[config.mk]
export PLATFORM = sky130hd
export DESIGN_NAME = minc_core_mc
export DESIGN_NICKNAME = d
export VERILOG_FILES = /design/src/rtl/minc_pkg.sv /design/src/rtl/minc_regfile.sv /design/src/rtl/minc_core_mc.sv
export SDC_FILE = /design/constraint.sdc
export NUM_CORES = 1
export LEC_CHECK = 0
export ABC_AREA = 1
export CAP_MARGIN = 30
export CELL_PAD_IN_SITES_DETAIL_PLACEMENT = 1
export CELL_PAD_IN_SITES_GLOBAL_PLACEMENT = 1
export CORE_MARGIN = 2
export CORE_UTILIZATION = 46
export CTS_BUF_LIST = sky130_fd_sc_hd__clkbuf_8
export DETAILED_ROUTE_END_ITERATION = 8
export PLACE_DENSITY = 0.92
export SYNTH_ARGS = -nofsm -noshare
export SYNTH_HDL_FRONTEND = slang
export SYNTH_SLANG_ARGS = --single-unit
[constraint.sdc]
create_clock -name CLK -period 6.2 [get_ports CLK]
set_input_delay 1.86 -clock CLK [delete_from_list [all_inputs] [get_ports CLK]]
set_output_delay 1.86 -clock CLK [all_outputs]
set_load 0.02 [all_outputs]
[src/rtl/minc_pkg.sv]
// Shared types and instruction-field positions for the multi-cycle minc stack CPU.
// The 15-bit instruction layout is identical to the original single-cycle minc.
package minc_pkg;

  localparam int INSTR_W = 15;

  // Instruction field bit positions
  localparam int OP_HI   = 14;
  localparam int OP_LO   = 12;
  localparam int SUB_HI  = 11;
  localparam int SUB_LO  = 8;
  localparam int IMM_HI  = 11;
  localparam int IMM_LO  = 4;
  localparam int RDH_HI  = 7;
  localparam int RDH_LO  = 4;
  localparam int RS_HI   = 3;
  localparam int RS_LO   = 0;

  // stm/ldm address off this register
  localparam logic [3:0] R_BASE = 4'hF;

  typedef enum logic [2:0] {
    OP_ALU  = 3'b000,
    OP_MVI  = 3'b001,
    OP_STM  = 3'b010,
    OP_LDM  = 3'b011,
    OP_JZ   = 3'b100,
    OP_CALL = 3'b101,
    OP_JNZ  = 3'b110,
    OP_HALT = 3'b111
  } op_e;

  typedef enum logic [3:0] {
    SUB_MOV  = 4'h0,
    SUB_ADD  = 4'h1,
    SUB_SUB  = 4'h2,
    SUB_CMP  = 4'h3,
    SUB_MUL  = 4'h4,
    SUB_PUSH = 4'h8,
    SUB_LDS  = 4'h9,
    SUB_POP  = 4'hA,
    SUB_STS  = 4'hB,
    SUB_RET  = 4'hC
  } subop_e;

  typedef enum logic [1:0] {
    FETCH  = 2'd0,
    DECODE = 2'd1,
    MEM    = 2'd2,
    HALT   = 2'd3
  } state_e;

endpackage

[src/rtl/minc_regfile.sv]
// NREGS x DATA_W register file: two asynchronous read ports, one synchronous
// write port, whole array cleared by the asynchronous reset.
module minc_regfile #(
  parameter int DATA_W = 8,
  parameter int NREGS  = 16,
  localparam int RA_W  = (NREGS > 1) ? $clog2(NREGS) : 1
) (
  input  logic              CLK,
  input  logic              nRESET,
  input  logic [RA_W-1:0]   i_ra_addr,
  input  logic [RA_W-1:0]   i_rb_addr,
  output logic [DATA_W-1:0] o_ra_data,
  output logic [DATA_W-1:0] o_rb_data,
  input  logic              i_we,
  input  logic [RA_W-1:0]   i_wa,
  input  logic [DATA_W-1:0] i_wd
);

  logic [DATA_W-1:0] r_regs [NREGS];

  // NOTE: sequential state is written with <= only, so every flop samples
  // pre-edge values regardless of process ordering.
  // NOTE: this array is deliberately reset (software relies on regs=0 after
  // reset); that rules out a RAM macro, which is acceptable at 16 entries.
  always_ff @(posedge CLK or negedge nRESET) begin
    if (!nRESET) begin
      for (int i = 0; i < NREGS; i++) r_regs[i] <= '0;
    end else if (i_we) begin
      r_regs[i_wa] <= i_wd;
    end
  end

  assign o_ra_data = r_regs[i_ra_addr];
  assign o_rb_data = r_regs[i_rb_addr];

endmodule

[src/rtl/minc_core_mc.sv]
// Multi-cycle minc stack CPU core: FETCH/DECODE/MEM/HALT sequencer with
// req/ack handshakes to external instruction and data memories.
module minc_core_mc
  import minc_pkg::*;
#(
  parameter int          DATA_W = 8,
  parameter int          ADDR_W = 8,
  parameter int          NREGS  = 16,
  parameter int unsigned SP_RST = 0
) (
  input  logic               CLK,
  input  logic               nRESET,
  output logic               imem_req,
  output logic [ADDR_W-1:0]  imem_addr,
  input  logic [INSTR_W-1:0] imem_rdata,
  input  logic               imem_ack,
  output logic               dmem_req,
  output logic               dmem_we,
  output logic [ADDR_W-1:0]  dmem_addr,
  output logic [DATA_W-1:0]  dmem_wdata,
  input  logic [DATA_W-1:0]  dmem_rdata,
  input  logic               dmem_ack,
  output logic [ADDR_W-1:0]  pc_out,
  output logic [ADDR_W-1:0]  sp_out,
  output logic               halted
);

  localparam int RA_W = (NREGS > 1) ? $clog2(NREGS) : 1;

  state_e              r_state, w_state_nxt;
  logic [INSTR_W-1:0]  r_ir;
  logic [ADDR_W-1:0]   r_pc, r_sp;
  logic                r_dreq, r_dwe;
  logic [ADDR_W-1:0]   r_daddr;
  logic [DATA_W-1:0]   r_dwdata;

  logic [ADDR_W-1:0]   w_pc_nxt, w_sp_nxt, w_daddr_nxt;
  logic                w_dreq_nxt, w_dwe_nxt, w_ir_load, w_go_mem;
  logic [DATA_W-1:0]   w_dwdata_nxt;

  logic [ADDR_W-1:0]   w_pc_inc, w_sp_inc, w_sp_dec, w_ea;
  op_e                 w_op;
  subop_e              w_sub;
  logic [7:0]          w_imm;
  logic [RA_W-1:0]     w_rd, w_rs, w_ra_addr;
  logic [DATA_W-1:0]   w_ra_data, w_rb_data;

  logic                w_rf_we;
  logic [RA_W-1:0]     w_rf_wa;
  logic [DATA_W-1:0]   w_rf_wd;

  // Field decode straight from IR; IR stays valid through DECODE and MEM
  assign w_op  = op_e'(r_ir[OP_HI:OP_LO]);
  assign w_sub = subop_e'(r_ir[SUB_HI:SUB_LO]);
  assign w_imm = r_ir[IMM_HI:IMM_LO];
  assign w_rd  = r_ir[OP_LO] ? RA_W'(r_ir[RS_HI:RS_LO]) : RA_W'(r_ir[RDH_HI:RDH_LO]);
  assign w_rs  = RA_W'(r_ir[RS_HI:RS_LO]);

  assign w_ra_addr = (w_op == OP_STM || w_op == OP_LDM) ? RA_W'(R_BASE) : w_rd;

  assign w_pc_inc = r_pc + ADDR_W'(1);
  assign w_sp_inc = r_sp + ADDR_W'(1);
  assign w_sp_dec = r_sp - ADDR_W'(1);
  assign w_ea     = ADDR_W'(w_ra_data) + ADDR_W'(w_imm);

  minc_regfile #(
    .DATA_W (DATA_W),
    .NREGS  (NREGS)
  ) u_rf (
    .CLK       (CLK),
    .nRESET    (nRESET),
    .i_ra_addr (w_ra_addr),
    .i_rb_addr (w_rs),
    .o_ra_data (w_ra_data),
    .o_rb_data (w_rb_data),
    .i_we      (w_rf_we),
    .i_wa      (w_rf_wa),
    .i_wd      (w_rf_wd)
  );

  always_ff @(posedge CLK or negedge nRESET) begin
    if (!nRESET) r_state <= FETCH;
    else         r_state <= w_state_nxt;
  end

  always_comb begin
    // NOTE: every signal assigned here gets a default first, so no path
    // through the case statements can infer a latch.
    w_state_nxt  = r_state;
    w_ir_load    = 1'b0;
    w_pc_nxt     = r_pc;
    w_sp_nxt     = r_sp;
    w_dreq_nxt   = r_dreq;
    w_dwe_nxt    = r_dwe;
    w_daddr_nxt  = r_daddr;
    w_dwdata_nxt = r_dwdata;
    w_go_mem     = 1'b0;
    w_rf_we      = 1'b0;
    w_rf_wa      = w_rd;
    w_rf_wd      = '0;

    case (r_state)
      FETCH: begin
        if (imem_ack) begin
          w_ir_load   = 1'b1;
          w_state_nxt = DECODE;
        end
      end

      DECODE: begin
        w_state_nxt = FETCH;
        w_pc_nxt    = w_pc_inc;
        case (w_op)
          OP_ALU: begin
            case (w_sub)
              SUB_MOV: begin w_rf_we = 1'b1; w_rf_wd = w_rb_data; end
              SUB_ADD: begin w_rf_we = 1'b1; w_rf_wd = w_ra_data + w_rb_data; end
              SUB_SUB: begin w_rf_we = 1'b1; w_rf_wd = w_ra_data - w_rb_data; end
              SUB_CMP: begin w_rf_we = 1'b1; w_rf_wd = DATA_W'(w_ra_data < w_rb_data); end
              SUB_MUL: begin w_rf_we = 1'b1; w_rf_wd = w_ra_data * w_rb_data; end
              SUB_LDS: w_sp_nxt = ADDR_W'(w_rb_data);
              SUB_STS: begin w_rf_we = 1'b1; w_rf_wd = DATA_W'(r_sp); end
              SUB_PUSH: begin
                w_go_mem     = 1'b1;
                w_dwe_nxt    = 1'b1;
                w_daddr_nxt  = w_sp_dec;
                w_dwdata_nxt = w_rb_data;
              end
              SUB_POP, SUB_RET: begin
                w_go_mem    = 1'b1;
                w_dwe_nxt   = 1'b0;
                w_daddr_nxt = r_sp;
              end
              default: ;
            endcase
          end
          OP_MVI: begin w_rf_we = 1'b1; w_rf_wd = DATA_W'(w_imm); end
          OP_STM: begin
            w_go_mem     = 1'b1;
            w_dwe_nxt    = 1'b1;
            w_daddr_nxt  = w_ea;
            w_dwdata_nxt = w_rb_data;
          end
          OP_LDM: begin
            w_go_mem    = 1'b1;
            w_dwe_nxt   = 1'b0;
            w_daddr_nxt = w_ea;
          end
          OP_JZ:  if (w_rb_data == '0) w_pc_nxt = ADDR_W'(w_imm);
          OP_JNZ: if (w_rb_data != '0) w_pc_nxt = ADDR_W'(w_imm);
          OP_CALL: begin
            w_go_mem     = 1'b1;
            w_dwe_nxt    = 1'b1;
            w_daddr_nxt  = w_sp_dec;
            w_dwdata_nxt = DATA_W'(r_pc);
          end
          OP_HALT: begin
            w_state_nxt = HALT;
            w_pc_nxt    = r_pc;
          end
        endcase
        // Memory ops defer pc/sp/register commit until the data ack
        if (w_go_mem) begin
          w_state_nxt = MEM;
          w_pc_nxt    = r_pc;
          w_dreq_nxt  = 1'b1;
        end
      end

      MEM: begin
        if (dmem_ack) begin
          w_state_nxt = FETCH;
          w_dreq_nxt  = 1'b0;
          w_dwe_nxt   = 1'b0;
          w_pc_nxt    = w_pc_inc;
          case (w_op)
            OP_ALU: begin
              case (w_sub)
                SUB_PUSH: w_sp_nxt = w_sp_dec;
                SUB_POP: begin
                  w_sp_nxt = w_sp_inc;
                  w_rf_we  = 1'b1;
                  w_rf_wd  = dmem_rdata;
                end
                SUB_RET: begin
                  w_sp_nxt = w_sp_inc;
                  w_pc_nxt = ADDR_W'(dmem_rdata) + ADDR_W'(1);
                end
                default: ;
              endcase
            end
            OP_LDM: begin
              w_rf_we = 1'b1;
              w_rf_wd = dmem_rdata;
            end
            OP_CALL: begin
              w_sp_nxt = w_sp_dec;
              w_pc_nxt = ADDR_W'(w_imm);
            end
            default: ;
          endcase
        end
      end

      HALT: ;
    endcase
  end

  always_ff @(posedge CLK or negedge nRESET) begin
    if (!nRESET) begin
      r_ir     <= '0;
      r_pc     <= '0;
      r_sp     <= ADDR_W'(SP_RST);
      r_dreq   <= 1'b0;
      r_dwe    <= 1'b0;
      r_daddr  <= '0;
      r_dwdata <= '0;
    end else begin
      if (w_ir_load) r_ir <= imem_rdata;
      r_pc     <= w_pc_nxt;
      r_sp     <= w_sp_nxt;
      r_dreq   <= w_dreq_nxt;
      r_dwe    <= w_dwe_nxt;
      r_daddr  <= w_daddr_nxt;
      r_dwdata <= w_dwdata_nxt;
    end
  end

  // State resets to FETCH, so the fetch request is also gated by reset itself
  assign imem_req   = nRESET && (r_state == FETCH);
  assign imem_addr  = r_pc;
  assign dmem_req   = r_dreq;
  assign dmem_we    = r_dwe;
  assign dmem_addr  = r_daddr;
  assign dmem_wdata = r_dwdata;
  assign pc_out     = r_pc;
  assign sp_out     = r_sp;
  assign halted     = (r_state == HALT);

endmodule

## After elaboration in Yosys (flattened, before gate mapping)

Cells that the tools add are included.

- Flip-flop bits (word level): 179
- Bits of input ports: 27
- Output and inout bits: 44
- Word-level logic and storage cells: 154

- Add/sub/neg operators: 7
- Multipliers: 1
- $lt $le $gt $ge: 5
- Eq/ne operators: 32
- Multiplexer cells: 57
- Bitwise operators: 3
- Reductions and logical operators: 25

Operator list:

| cell | number |
|---|---|
| $pmux W8 S2 | 9 |
| $bwmux W128 | 1 |
| $mux W8 | 16 |
| $pmux W8 S3 | 3 |
| $bmux W8 S4 | 2 |
| $pmux W8 S6 | 1 |
| $demux W8 S4 | 1 |
| $add A8 B1 Y8 const B | 3 |
| $eq A4 B4 Y1 const B | 5 |
| $add A8 B8 Y8 | 2 |
| $ge A5 B5 Y1 const B | 3 |
| $not A4 Y5 | 3 |
| $pmux W1 S2 | 7 |
| $eq A3 B3 Y1 const B | 4 |
| $ne A2 B2 Y1 const B | 6 |
| $reduce_and A3 Y1 | 4 |
| $mux W1 | 9 |
| $reduce_bool A3 Y1 | 3 |
| $eq A4 B2 Y1 const B | 2 |
| $logic_not A8 Y1 | 1 |
| $lt A8 B8 Y1 | 1 |
| $mul A8 B8 Y8 | 1 |
| $mux W2 | 4 |
| $mux W4 | 2 |
| other kinds (27) | 37 |

## Logic depth before layout (Yosys ltp)

Gate-level depths: netlist (run 1).

- Depth in word-level cells: 12
- Mapped depth: 40
- Depth with buffers taken out: 38

## By module

From an unflattened synthesis (run 1), not the netlist that was laid out.

- Cell total of the unflattened synthesis: 2021
- Area total of the unflattened synthesis: 13549.2 um^2

By module, submodules not included:

| module | instances | cells each | area an instance (um^2) | sequential area each (um^2) |
|---|---|---|---|---|
| minc_regfile | 1 | 1130 | 7567.3 | 3203.1 |
| minc_core_mc | 1 | 891 | 5982.0 | 1276.2 |

## Worst setup path before layout (run 1)

No wires, ideal clock.

- Kind: flip-flop to flip-flop
- Start: reg r_ir[12]
- End: reg u_rf.r_regs[39] (netlist name)
- Library setup time: 0.065 ns
- Arrival: 5.442 ns
- Required time: 6.135 ns
- Slack: 0.694 ns
- Cell stages (with the launch flop): 37
- Buffers on the path: 3
- Period minus slack after synthesis: 5.506 ns
- Cell sequence: dfrtp_1 buf_4 o21ai_2 nor2_8 inv_2 buf_6 nand3_1 nand3_1 nand2_1 inv_1 nand2_1 fa_1 fa_1 inv_1 fa_1 inv_1 fa_1 inv_1 ha_1 nand2_1 o21ai_0 xor2_1 nand4_1 nand2_1 nor2_1 nor2_1 inv_1 nand2_1 nand3_1 nand2_1 nand2_1 nand2_1 nand2_2 nand2_4 buf_6 nand3_1 nand2_1

- Longest elaborated chain between the ends: 12
- Elaborated cells between the ends (all ways): 30
- Classes of those cells: add/sub (2); mul (1); order compare (2); eq/ne (3); mux (17); bitwise (2); reduce/logical (3)

Ends and longest elaborated chain:

| what | line | RTL |
|---|---|---|
| start, declared | minc_core_mc.sv:31 | `logic [INSTR_W-1:0] r_ir;` |
| start signal, assigned | minc_core_mc.sv:219 | `if (w_ir_load) r_ir <= imem_rdata;` |
| $eq A3 B2 Y1 (on tied branches) | minc_core_mc.sv:59, minc_core_mc.sv:176 |  |
| $logic_or A1 B1 Y1 | minc_core_mc.sv:59 | `assign w_ra_addr = (w_op == OP_STM \|\| w_op == OP_LDM) ? RA_W'(R_BASE) : w_rd;` |
| $mux W4 | minc_core_mc.sv:59 |  |
| $not A4 Y5 (not written as such) | minc_regfile.sv:33 | `assign o_ra_data = r_regs[i_ra_addr];` |
| $bmux W8 S4 | minc_regfile.sv:33 |  |
| $mux W8 (not written as such) (2 in a row) | minc_regfile.sv:33 |  |
| $mul A8 B8 Y8, or another cell as far along | minc_core_mc.sv:120 | `SUB_MUL: begin w_rf_we = 1'b1; w_rf_wd = w_ra_data * w_rb_data; end` |
| $pmux W8 S6 | minc_core_mc.sv:115 | `case (w_sub)` |
| $pmux W8 S2 | minc_core_mc.sv:113 | `case (w_op)` |
| $pmux W8 S2 | minc_core_mc.sv:102 | `case (r_state)` |
| $bwmux W128 | minc_regfile.sv:29 | `r_regs[i_wa] <= i_wd;` |
| end signal, assigned by index | minc_regfile.sv:29 |  |
| end, declared | minc_regfile.sv:19 | `logic [DATA_W-1:0] r_regs [NREGS];` |

Parallel ways exist; a longest one is shown, timed or not. The select of a mux whose other input is x is not followed.
A chain may end at the register's enable or synchronous reset.

## Final worst setup path (run 1)

- Start: reg r_ir[0]
- End: reg u_rf.r_regs[61] (netlist name)

- Longest elaborated chain between the ends: 11
- Elaborated cells between the ends (all ways): 23
- Classes of those cells: add/sub (2); mul (1); order compare (2); mux (14); bitwise (3); reduce/logical (1)

Ends and longest elaborated chain:

| what | line | RTL |
|---|---|---|
| $mux W4 | minc_core_mc.sv:56 | `assign w_rd = r_ir[OP_LO] ? RA_W'(r_ir[RS_HI:RS_LO]) : RA_W'(r_ir[RDH_HI:RDH_LO]);` |
| $mux W4 | minc_core_mc.sv:59 |  |
| $not A4 Y5 (not written as such) | minc_regfile.sv:33 |  |
| $bmux W8 S4 | minc_regfile.sv:33 |  |
| $mux W8 (not written as such) (2 in a row) | minc_regfile.sv:33 |  |
| $mul A8 B8 Y8, or another cell as far along | minc_core_mc.sv:120 |  |
| $pmux W8 S6 | minc_core_mc.sv:115 |  |
| $pmux W8 S2 | minc_core_mc.sv:113 |  |
| $pmux W8 S2 | minc_core_mc.sv:102 |  |
| $bwmux W128 * | minc_regfile.sv:29 |  |

Mark *: on every way between the ends. The rest lies on a longest branch, timed or not. The select of a mux whose other input is x is not followed.

==> impl_metrics.json, run 1 <==
{
  "post-route-period-util": 0.993,
  "maxCapViolCount": 0,
  "netlist_instances": 1896,
  "grt_usage": 0.364,
  "postRouteAntennaNets": 0,
  "synth_seq_area_share": 0.340,
  "drc": 0,
  "syn_avg_cell_area_sq_um": 6.94,
  "reg2reg_setup_slack_ns": 0.04,
  "ios": 71,
  "overflow": 0,
  "cp-startpoint": "r_ir[0]",
  "rows": 61,
  "path_max_fanout": 25,
  "syn-num-nets": 1985,
  "status": "finished, final reports clean",
  "vias": 15600,
  "clock-sinks": 179,
  "fmax_mhz": 162,
  "hold_buffers": 0,
  "place_area_sq_um": 14500,
  "synth_edf_count": 0,
  "clock_skew_ns": 0.0235,
  "r2r_end": "u_rf.r_regs[61]",
  "wl_um": 60100,
  "max_stage_delay_ns": 0.53,
  "io_buffer_count": 70,
  "critPathArrivalTime_ns": 6.51,
  "dieWidth_um": 173,
  "nets": 2088,
  "dp_cells": 2323,
  "rr_worst_depth": 26,
  "antenna_found_initial": 1,
  "crit_type": "reg -> reg",
  "yosysUniqueCellTypes": 54,
  "avgRoutedWirePerCell_um": 25.1,
  "clockBufferDepth": 2,
  "setup_viol": 0,
  "fin_crit_ns": 6.16,
  "clk_pin_slew_ns": 0.11,
  "worstReg2RegStart": "r_ir[0]",
  "post-dp-hpwl_um": 39900,
  "min_path_type": "reg -> reg",
  "worstSkewPairLatency_ns": 0.53,
  "grt_pass1_wl_um": 85400,
  "synth-seq-cells": 179,
  "place.gp.congestion": 0.948,
  "async_flop_share": 1.00,
  "crit_end": "u_rf.r_regs[61]",
  "cp-start-kind": "register",
  "slew-limit-headroom": 0.423,
  "ctsRootBufferMaster": "clkbuf_8",
  "coreArea_sq_um": 28000,
  "area_delta_synth_final_pct": 18.2,
  "fin_cells": 2390,
  "setup_ws_ns": 0.0444,
  "cts_tree": "yes",
  "die_y_um": 173,
  "ys_warn_count": 0,
  "fin_area_sq_um": 15600,
  "drtIter0Drc": 2292,
  "pre_cts_slack_ns": -0.0592,
  "cts_buffers": 17,
  "syn_area_sq_um": 13200,
  "cp_slowest_cell": "fa_1",
  "drive_above_1_share": 0.118,
  "cp-end-kind": "register",
  "required_ns": 6.55,
  "tightest_slew_ns": 0.863,
  "grt_pass1_vias": 15200,
  "whs_ns": 0.501,
  "grt_start_max_net_pins": 73,
  "firstDrtPassIters": 6,
  "synth_ff_type": "dfrtp_1",
  "die_area_sq_um": 30000,
  "slew_viol_final": 0,
  "initial_core_util": 0.470,
  "viasPerCell": 6.51,
  "cts-htree-levels": 4,
  "finalHoldViolCount": 0,
  "antennaDiodeCount": 0
}
[worst min-delay path by stage]
stage | from | end | slack, ns | cells after the start
final | dmem_addr[1] | dmem_addr[1] | 0.50 | 2
after global routing | dmem_addr[1] | dmem_addr[1] | 0.52 | 2
after CTS | dmem_addr[1] | dmem_addr[1] | 0.50 | 2
after detailed placement | dmem_addr[1] | dmem_addr[1] | 0.47 | 2
after global placement | u_rf.r_regs[119] | u_rf.r_regs[119] | 0.46 | 2
after floorplan | u_rf.r_regs[119] | u_rf.r_regs[119] | 0.45 | 2
[layer usage]
metal | up-vias | routed length [um] | GRT usage
met2 | 1124 | 26500 | 0.568
met5 | - | 0 | 0
met3 | 316 | 6690 | 0.0686
li1 | 6502 | - | -
met1 | 7616 | 23500 | 0.493
met4 | 0 | 3470 | 0.160
[sequential cells by signal, indices dropped and copies added, names as in the netlist]
name         cells
dmem_wdata       8
sp_out           8
r_state          2
u_rf.r_regs    128
imem_addr        8
r_ir            15
dmem_we          1
dmem_req         1
dmem_addr        8
[per-stage QoR]
| step | setup TNS [ns] | util |
|---|---|---|
| 2_1_floorplan | 0 | - |
| 3_3_place_gp | 0 | 0.516 |
| 3_5_place_dp | -0.375 | 0.517 |
| 4_1_cts | 0 | 0.534 |
| 5_1_grt | -3.85 | 0.555 |
| 6_report | 0 | 0.555 |
[synth_stat cells (all sizes together) (2+ instances only)]
library cell  instances  area share
a21oi                86       0.033
a22oi                 7      0.0040
nor4                  4      0.0019
a32oi                 3      0.0020
fa                   15       0.023
xnor2                 7      0.0047
nor3                 22      0.0084
o21ai               219       0.084
nor2                201       0.062
nand2               428        0.13
clkinv                5      0.0014
o221ai               10      0.0067
o31ai                 5      0.0029
inv                 214       0.061
clkbuf               38       0.011
nand3               235       0.093
buf                  62       0.031
o2111ai               3      0.0020
o311ai                2      0.0013
ha                   47       0.045
dfrtp               179        0.34
a31oi                18      0.0086
a221oi                6      0.0040
xor2                 11      0.0073
nand4                 9      0.0043
o22ai                12      0.0057
o21bai                5      0.0029
o211ai               25       0.014
or2                   6      0.0029
a211oi                3      0.0017
[cells by family (layout without fill, tap and decap cells)]
logic type	count (synthesis)	count (layout)	share of synthesized area
DFF	179	179	0.340
and+or+nand+nor	906	909	0.298
adders and majority gates	62	62	0.0675
AOI/OAI and AO/OA	411	411	0.177
muxes	1	1	0.000855
buffers and inverters	319	432	0.104
xor gates and xnor gates	18	18	0.0120
[critical path, delay by kind of cell (launching register included)]
kind / cells / cell delay, ns
adders and majority gates: 6 / 2.29
and+or+nand+nor: 8 / 1.43
AOI/OAI and AO/OA: 5 / 0.90
buffers and inverters: 7 / 0.84
DFF: 1 / 0.50
[layout by cell type, fill, tap and decap left out, types with 7 or more instances in the layout]
cell / count
a22oi_1: 7
a31oi_1: 18
inv_2: 12
o221ai_1: 10
nand2_2: 11
o21ai_1: 17
clkbuf_8: 20
ha_1: 45
inv_1: 199
nand3_1: 214
a21oi_1: 85
dfrtp_1: 174
nand2_1: 409
o211ai_1: 25
nor2_2: 9
nor3_1: 22
buf_4: 88
o21ai_0: 200
nand3_2: 19
clkdlybuf4s50_1: 69
o22ai_1: 12
buf_6: 7
buf_12: 9
nor2_1: 188
nand4_1: 9
xnor2_1: 7
fa_1: 13
xor2_1: 10
[timing repair]
| action | CTS | global route |
|---|---|---|
| endpoints found under the setup margin | 16 | 35 |
| buffers inserted | 2 | 22 |
| cloned | 1 | 9 |
| pin swaps | 1 | 16 |
| gates resized for setup | 6 | 65 |
[layout make-up]
cell class	count	area (sq um)
Sequential cell	179	4490
Tap cell	378	473
Fill cell	3611	12500
Inverter	219	852
Timing Repair Buffer	181	1820
Clock inverter	12	108
Multi-Input combinational cell	1401	7540
Clock buffer	20	275
Power of run 1 is left out: the tool's default activity adds up to more than one toggle a clock period on the data nets, which glitch-free logic cannot reach.
==> run 2: changes to the inputs <==
--- a/config.mk
+++ b/config.mk
@@ -9,11 +9,12 @@
 export CAP_MARGIN = 30
 export CELL_PAD_IN_SITES_DETAIL_PLACEMENT = 1
 export CELL_PAD_IN_SITES_GLOBAL_PLACEMENT = 1
-export CORE_MARGIN = 2
 export CORE_UTILIZATION = 46
 export CTS_BUF_LIST = sky130_fd_sc_hd__clkbuf_8
 export DETAILED_ROUTE_END_ITERATION = 8
+export GPL_TIMING_DRIVEN = 0
 export PLACE_DENSITY = 0.92
+export SLEW_MARGIN = 25
 export SYNTH_ARGS = -nofsm -noshare
 export SYNTH_HDL_FRONTEND = slang
 export SYNTH_SLANG_ARGS = --single-unit
==> run 2 against run 1 <==
The flow now finishes with violations (setup timing); final cell count is 2.5% higher; setup slack worse by 0.50 ns; first-iteration DRC count is 18% higher; utilization is 2.8 points higher; global-route usage is 4.9 points higher; sequential cell count stayed put; wire length is 15% higher; critical path depth is 10 higher; cell area is 4.8% higher; critical path type unchanged.
==> impl_metrics.json, run 2 (same netlist as run 1, synthesis figures left out) <==
{
  "status": "complete, but fails checks",
  "violations": "setup timing",
  "crit_type": "reg -> reg",
  "largestRegisters": "u_rf.r_regs: 128 flops, r_ir: 15 flops",
  "critPathTopFamily": "simple AND/OR/NAND/NOR gates",
  "place.gp.congestion": 1.00,
  "drc": 0,
  "multiInputGateArea_sq_um": 7800,
  "cts_tree": "yes",
  "postRouteAntennaNets": 0,
  "cp-end-kind": "register",
  "antenna_found_initial": 3,
  "slew-limit-headroom": 0.334,
  "wl_um": 69300,
  "rows": 61,
  "tightest_slew_ns": 0.991,
  "overflow": 0,
  "cp_slowest_cell": "fa_1",
  "grt_pass1_wl_um": 89600,
  "cts-htree-levels": 4,
  "pre_cts_slack_ns": -0.971,
  "critPathArrivalTime_ns": 7.14,
  "dieWidth_um": 171,
  "drive_above_1_share": 0.151,
  "largest_reg_flops": 128,
  "met1_length_um": 25100,
  "seqCellArea_sq_um": 4490,
  "clock_skew_ns": 0.0394,
  "fmax_mhz": 150,
  "finalHoldViolCount": 0,
  "routed-wl-met3_um": 9780,
  "rsz0062_at_grt": "yes",
  "min_path_type": "reg -> reg",
  "grt_pass1_vias": 15500,
  "coreArea_sq_um": 27900,
  "io_buffer_count": 70,
  "fin_crit_ns": 6.66,
  "initial_core_util": 0.471,
  "ctsRootBufferMaster": "clkbuf_8",
  "grt_start_max_net_pins": 86,
  "setup_ws_ns": -0.457,
  "area_delta_synth_final_pct": 23.8,
  "routed-wl-met2_um": 29300,
  "vias": 16800,
  "ios": 71,
  "maxCapViolCount": 0,
  "cp-start-kind": "register",
  "viasPerCell": 6.85,
  "clock-sinks": 179,
  "post-dp-hpwl_um": 42400,
  "nets": 2145,
  "num-fill-cells": 3562,
  "critPathMostFrequentCell": "nand2_1",
  "path_max_fanout": 10,
  "clk_pin_slew_ns": 0.10,
  "die_area_sq_um": 29300,
  "drtIter0Drc": 2707,
  "avgRoutedWirePerCell_um": 28.3,
  "clockBufferDepth": 2,
  "top_layer_used": "met4",
  "cts_buffers": 17,
  "mostFrequentLayoutCell": "nand2_1",
  "max_stage_delay_ns": 0.55,
  "grt_usage": 0.413,
  "final_cell_mix": "nand2_1, o21ai_0, nand3_1",
  "post-route-period-util": 1.07,
  "worstSkewPairLatency_ns": 0.57,
  "die_y_um": 171,
  "setup_viol": 36,
  "crit_buf_inv": 7,
  "firstDrtPassIters": 7,
  "required_ns": 6.68,
  "largest-register": "u_rf.r_regs",
  "slew_viol_final": 0
}
==> run 2: cell types whose count changed in the layout (fill, tap and decap cells not counted), moves of 16 or more <==
| cell | change |
|---|---|
| clkbuf_1 | +30 |
| nand3_1 | -20 |
| buf_4 | -18 |
| buf_2 | +16 |
| nand2_1 | -16 |
| nand3_2 | +16 |
==> run 2: worst paths after layout <==
check	depth (start not counted)	slack, ns	end	startpoint
worst max register to register	36	-0.46	u_rf.r_regs[79]	r_ir[12]
worst min-delay path	2	0.49	u_rf.r_regs[15]	u_rf.r_regs[15]
min in group asynchronous	1	1.12	r_ir[5]	nRESET
max in group asynchronous	3	3.92	sp_out[5]	nRESET
worst max-delay path	36	-0.46	u_rf.r_regs[79]	r_ir[12]
worst min register to register	2	0.49	u_rf.r_regs[15]	u_rf.r_regs[15]
==> run 2: through the flow <==
stage	cell area, sq um	std cells	utilization	TNS [ns]	hold slack [ns]
detailed placement	14400	2346	0.515	-37.35	0.468
floorplan	13200	1896	-	0	0.449
global route	16300	2447	0.583	-13.58	0.525
global placement	14300	2344	0.513	-836.07	0.465
CTS	15200	2398	0.546	0	0.492
finish	16300	2449	0.583	-9.22	0.495
==> run 2: area by class of cell <==
cell class              count  area share
diodes                      2    0.000307
well taps                 378      0.0290
clock buffers              17      0.0144
plain buffers              99      0.0481
flip-flops and latches    179       0.275
multi-input cells        1398       0.479
clock inverters            15      0.0125
repair buffers            142      0.0888
inverters                 219      0.0526
==> run 2: repair_timing <==
item,CTS,global route
gates resized for setup,78,139
buffers inserted,21,45
gates cloned,0,4
endpoints found under the hold margin,0,0
pin swaps,13,51
endpoints found under the setup margin,58,57
hold buffers,0,0
==> run 2: tightest hold or removal path: cells and delay by family, from the launching register on <==
| family | cells | cell delay (ns) |
|---|---|---|
| flops | 1 | 0.36 |
| simple gates | 2 | 0.12 |
==> run 2: layer usage <==
layer  vias to the layer above  GRT usage
met4                         0      0.190
met5                         -          0
li1                       6612          -
met1                      8076      0.550
met3                       544      0.112
met2                      1542      0.621
Power of run 2 is left out for the same reason.
